--- config.mk ---
export PLATFORM = sky130hd
export DESIGN_NAME = cpu_irq_ctrl
export DESIGN_NICKNAME = d
export VERILOG_FILES = /design/src/rtl/cpu_irq_ctrl.sv
export SDC_FILE = /design/constraint.sdc
export NUM_CORES = 1
export LEC_CHECK = 0
export BUFFER_PORTS_ARGS = -buffer_cell sky130_fd_sc_hd__buf_2
export CAP_MARGIN = 20
export CORE_MARGIN = 4
export CORE_UTILIZATION = 61
export DETAILED_ROUTE_END_ITERATION = 12
export GPL_ROUTABILITY_DRIVEN = 0
export PLACE_DENSITY = 0.83
export SLEW_MARGIN = 0
export SYNTH_ARGS = -nofsm -noshare
export SYNTH_HDL_FRONTEND = slang
export SYNTH_SLANG_ARGS = --single-unit
--- constraint.sdc ---
create_clock -name clk -period 15.2 [get_ports clk]
set_input_delay 0 -clock clk [delete_from_list [all_inputs] [get_ports clk]]
set_output_delay 0 -clock clk [all_outputs]
set_load 0.05 [all_outputs]
--- src/rtl/cpu_irq_ctrl.sv ---
// Prioritised, maskable interrupt controller between SoC interrupt sources and the CPU.
// Per-source level/edge gateway, claim/complete handshake over a small config register port.
module cpu_irq_ctrl #(
    parameter int unsigned NUM_SRC = 8,
    parameter int unsigned PRIO_W  = 3,
    parameter int unsigned CFG_AW  = 6
) (
    input  logic              clk,
    input  logic              rst,
    input  logic [NUM_SRC-1:0] src_i,
    input  logic              cfg_we,
    input  logic              cfg_re,
    input  logic [CFG_AW-1:0] cfg_addr,
    input  logic [31:0]       cfg_wdata,
    output logic [31:0]       cfg_rdata,
    output logic              irq_o,
    output logic [4:0]        irq_id_o,
    output logic              wake_o
);

    localparam logic [CFG_AW-1:0] ADDR_ENABLE    = CFG_AW'(NUM_SRC);
    localparam logic [CFG_AW-1:0] ADDR_EDGE_MODE = CFG_AW'(NUM_SRC + 1);
    localparam logic [CFG_AW-1:0] ADDR_THRESHOLD = CFG_AW'(NUM_SRC + 2);
    localparam logic [CFG_AW-1:0] ADDR_CLAIM     = CFG_AW'(NUM_SRC + 3);
    localparam logic [CFG_AW-1:0] ADDR_PENDING   = CFG_AW'(NUM_SRC + 4);

    logic [PRIO_W-1:0]  prio [NUM_SRC];
    logic [NUM_SRC-1:0] enable;
    logic [NUM_SRC-1:0] edge_mode;
    logic [PRIO_W-1:0]  threshold;
    logic [NUM_SRC-1:0] pending;
    logic [NUM_SRC-1:0] in_service;
    logic [NUM_SRC-1:0] src_d;

    logic [NUM_SRC-1:0] candidate;
    logic [PRIO_W-1:0]  best_prio;
    logic [4:0]         best_id;
    logic               best_valid;

    logic               claim_hit;
    logic               complete_hit;
    logic [NUM_SRC-1:0] claim_mask;
    logic [NUM_SRC-1:0] complete_mask;
    logic [NUM_SRC-1:0] edge_set;
    logic [NUM_SRC-1:0] level_set;
    logic [NUM_SRC-1:0] pending_next;
    logic [NUM_SRC-1:0] in_service_next;
    logic [31:0]        rd_data;

    // Strict '>' while scanning upward keeps the lowest ID on priority ties
    // and excludes priority-0 sources without a separate test.
    always_comb begin
        candidate = pending & enable;
        best_prio = '0;
        best_id   = '0;
        for (int unsigned i = 0; i < NUM_SRC; i++) begin
            if (candidate[i] && (prio[i] > best_prio)) begin
                best_prio = prio[i];
                best_id   = 5'(i + 1);
            end
        end
    end

    assign best_valid   = (best_id != 5'd0);
    assign claim_hit    = cfg_re && (cfg_addr == ADDR_CLAIM);
    assign complete_hit = cfg_we && (cfg_addr == ADDR_CLAIM);

    always_comb begin
        claim_mask    = '0;
        complete_mask = '0;
        for (int unsigned i = 0; i < NUM_SRC; i++) begin
            if (claim_hit && (best_id == 5'(i + 1))) begin
                claim_mask[i] = 1'b1;
            end
            if (complete_hit && (cfg_wdata == 32'(i + 1))) begin
                complete_mask[i] = 1'b1;
            end
        end
    end

    // A level source being claimed is treated as already in service, so a
    // held request does not immediately re-pend on the claim edge.
    assign edge_set  = src_i & ~src_d & edge_mode;
    assign level_set = src_i & ~edge_mode & ~in_service & ~claim_mask;

    assign pending_next    = (pending & ~claim_mask) | edge_set | level_set;
    assign in_service_next = (in_service | claim_mask) & ~complete_mask;

    always_comb begin
        rd_data = '0;
        for (int unsigned i = 0; i < NUM_SRC; i++) begin
            if (cfg_addr == CFG_AW'(i)) begin
                rd_data = 32'(prio[i]);
            end
        end
        if (cfg_addr == ADDR_ENABLE) begin
            rd_data = 32'(enable);
        end
        if (cfg_addr == ADDR_EDGE_MODE) begin
            rd_data = 32'(edge_mode);
        end
        if (cfg_addr == ADDR_THRESHOLD) begin
            rd_data = 32'(threshold);
        end
        if (cfg_addr == ADDR_CLAIM) begin
            rd_data = 32'(best_id);
        end
        if (cfg_addr == ADDR_PENDING) begin
            rd_data = 32'(pending);
        end
    end

    always_ff @(posedge clk or posedge rst) begin
        if (rst) begin
            for (int unsigned i = 0; i < NUM_SRC; i++) begin
                prio[i] <= '0;
            end
            enable    <= '0;
            edge_mode <= '0;
            threshold <= '0;
        end else if (cfg_we) begin
            for (int unsigned i = 0; i < NUM_SRC; i++) begin
                if (cfg_addr == CFG_AW'(i)) begin
                    prio[i] <= cfg_wdata[PRIO_W-1:0];
                end
            end
            if (cfg_addr == ADDR_ENABLE) begin
                enable <= cfg_wdata[NUM_SRC-1:0];
            end
            if (cfg_addr == ADDR_EDGE_MODE) begin
                edge_mode <= cfg_wdata[NUM_SRC-1:0];
            end
            if (cfg_addr == ADDR_THRESHOLD) begin
                threshold <= cfg_wdata[PRIO_W-1:0];
            end
        end
    end

    always_ff @(posedge clk or posedge rst) begin
        if (rst) begin
            pending    <= '0;
            in_service <= '0;
            src_d      <= '0;
        end else begin
            pending    <= pending_next;
            in_service <= in_service_next;
            src_d      <= src_i;
        end
    end

    always_ff @(posedge clk or posedge rst) begin
        if (rst) begin
            cfg_rdata <= '0;
            irq_o     <= 1'b0;
            irq_id_o  <= '0;
            wake_o    <= 1'b0;
        end else begin
            if (cfg_re) begin
                cfg_rdata <= rd_data;
            end
            irq_o    <= best_valid && (best_prio > threshold);
            irq_id_o <= best_id;
            wake_o   <= best_valid;
        end
    end

endmodule

==> metrics.yaml <==
critical_path:
  slowest_delay_ns: 0.67
  cp_max_fo: 16
  slowest_stage: "a21oi_1"
  required_ns: 15.41
  startpoint_type: "flop"
  crit_path_end_kind: "flop"
  cp_common_cell: "ha_1"
  arrival_ns: 11.67
  crit_type: "flop to flop"
final_layout:
  nets: 679
  seq_area_mm2: 0.00203
  n_antenna_cell: 0
  fin_util_pct: 72.1
  multiInputGateArea_mm2: 0.00271
  fill_cells: 591
  layout-drive-gt1-share_pct: 21.1
  area_growth_pct: 13.4
drt:
  first_pass_iters: 6
  dr.first_iter.drc_count: 541
  avgRoutedWirePerCell_um: 19.5
  via_per_inst: 6.51
  wl_mm: 14.0
  drtAntennaViolNets: 0
  drc: 0
  vias: 4683
global_route:
  overflow: 0
  antenna_found_initial: 0
  grt_pass1_wl_mm: 22.3
  grt_usage_pct: 28.7
  grt_pass1_vias: 4510
  grt_max_degree: 82
clock_network:
  cts-root-buf: "clkbuf_8"
  cts_resized: 0
  clock_sinks: 81
  clk_pin_slew_worst_paths_ns: 0.09
  insertion_delay_ns: 0.35
  cts_max_path_buffers: 2
  numCtsBuffers: 9
  post_cts_buffers: 0
  h-tree-depth: 3
  cts_tree: "done"
die:
  die_h_um: 98.4
  initial_core_util_pct: 63.6
  die_w_um: 98.4
  placementRows: 32
  core_mm2: 0.00785
  num_io_pins: 89
  dieArea_mm2: 0.00969
power_and_ir_drop:
  p_total_mw: 0.686
  p_per_area_mw_per_mm2: 121
  p_leak_nw: 2.57
  peakVddDrop_v: 0.0000814
worst_hold_path:
  hp-class: "primary input to flop"
timing:
  relSlewSlack_pct: 32.9
  setup_viol: 0
  final_hold_viol_count: 0
  fin_skew_ns: 0.00949
  worst_slew_pin_slew_ns: 1.01
  fin_crit_ns: 11.46
  grt_setup_unrepaired: "false"
  fmax_ghz: 0.0873
  slew_viol_final: 0
  fin_setup_tns_ns: 0
  period_share_pct: 75.4
synthesis:
  synth_top_cell_by_area: "dfrtp_1"
  synth-seq-area-share_pct: 40.6
  synth_area_leaders: "dfrtp_1 41%, mux2_2 5.9%, nand2_1 5.0%"
  yosysUniqueCellTypes: 75
  synth_warnings: 0
  synth.most_common_cell: "dfrtp_1"
  async_reset_ff_share_pct: 100
  ys_top_cells_by_count: "81 x dfrtp_1, 67 x nand2_1, 40 x nor2_1, 40 x o21ai_0, 26 x mux2_2"
  synth_top_cell_area_share_pct: 40.6
  ys_ff_latch: 81
  synth_ff_type: "dfrtp_1"
  syn_inst: 537
  synth_edf_count: 0
  syn_area_mm2: 0.00499
  synth.avg_cell_area_um2: 9.29
status:
  run_status: "completed"
place:
  io_buffers: 63
  place_hpwl_mm: 10.2
run:
  max-cap-violations: 0
==> metal layers <==
layer,global-route usage [%],vias up,part of all wire (%)
li1,-,2093,-
met3,6.79,60,11
met5,0,-,0
met1,38.4,2215,39
met2,45.4,315,47
met4,11.6,0,3.4
==> report_power, final <==
part	switching [mW]	internal [mW]
Sequential	0.0286	0.241
Clock	0.0885	0.0787
Combinational	0.159	0.0903
Total	0.276	0.410
==> repair_timing <==
item	in CTS	in global routing
setup endpoints to repair	0	0
endpoints found under the hold margin	73	0
hold buffers	16	0
==> cell type report <==
cell class / count / area share, %
Multi-Input combinational cell: 415 / 47.8
Sequential cell: 81 / 35.8
Timing Repair Buffer: 82 / 8.80
Tap cell: 102 / 2.26
Clock buffer: 9 / 2.19
Clock inverter: 7 / 1.55
Inverter: 23 / 1.55
==> worst max-delay path: cells and delay by family, from the launching register on <==
kind	cells	cell delay (ns)
multiplexers	1	0.30
adder cells (fa/ha/maj)	8	2.39
AND/OR/NAND/NOR	16	2.73
flip-flops	1	0.43
buffers and inverters	2	0.49
AO/OA/AOI/OAI	21	4.93
==> metrics by stage <==
| step | hold WS (ns) | cells | worst slack, ns | cell area (um^2) |
|---|---|---|---|---|
| after global placement | 0.128 | 686 | 4.23 | 5280 |
| final | 0.0550 | 719 | 3.74 | 5660 |
| after global routing | 0.0710 | 719 | 3.05 | 5660 |
| after floorplan | 0.0314 | 561 | 5.26 | 5080 |
| after CTS | 0.0514 | 718 | 3.49 | 5650 |
| after detailed placement | 0.129 | 686 | 3.51 | 5280 |
==> state kept, by name, indices dropped and copies added (netlist names), 4 cells and up <==
| name | flops |
|---|---|
| prio | 24 |
| cfg_rdata | 8 |
| edge_mode | 8 |
| enable | 8 |
| in_service | 8 |
| pending | 8 |
| src_d | 8 |
| irq_id_o | 4 |
==> cells in the final DEF (no fill, tap or decap), drive strengths merged, types with 5 or more instances in the layout <==
master	instances
a21oi	12
a22o	5
a22oi	8
a2bb2oi	5
a31oi	16
and2	5
and3	9
buf	66
clkbuf	9
conb	25
dfrtp	81
dlygate4sd3	16
ha	17
inv	24
mux2	26
nand2	67
nand3	22
nand3b	6
nand4	8
nor2	40
nor2b	8
nor3	5
nor3b	6
nor4	10
o211ai	6
o21a	8
o21ai	42
==> final timing paths <==
check	end	depth (start not counted)	slack [ns]	start
max	irq_o	48	3.74	pending[0]
min	prio[9]	3	0.06	cfg_wdata[0]
max reg2reg	irq_o	48	3.74	pending[0]
min reg2reg	pending[5]	2	0.49	src_d[5]
max in group asynchronous	threshold[1]	4	14.06	rst
min in group asynchronous	prio[21]	4	0.48	rst
==> kinds of logic after synthesis <==
| kind of cell | after synthesis | share of synthesized area [%] |
|---|---|---|
| other cells | 1 | 0.0752 |
| simple gates | 197 | 19.6 |
| buf+inv | 65 | 6.95 |
| flops | 81 | 40.6 |
| mux | 31 | 7.12 |
| fa+ha+maj | 18 | 4.46 |
| compound gates | 144 | 21.1 |
Power figures use the tool's default switching activity.
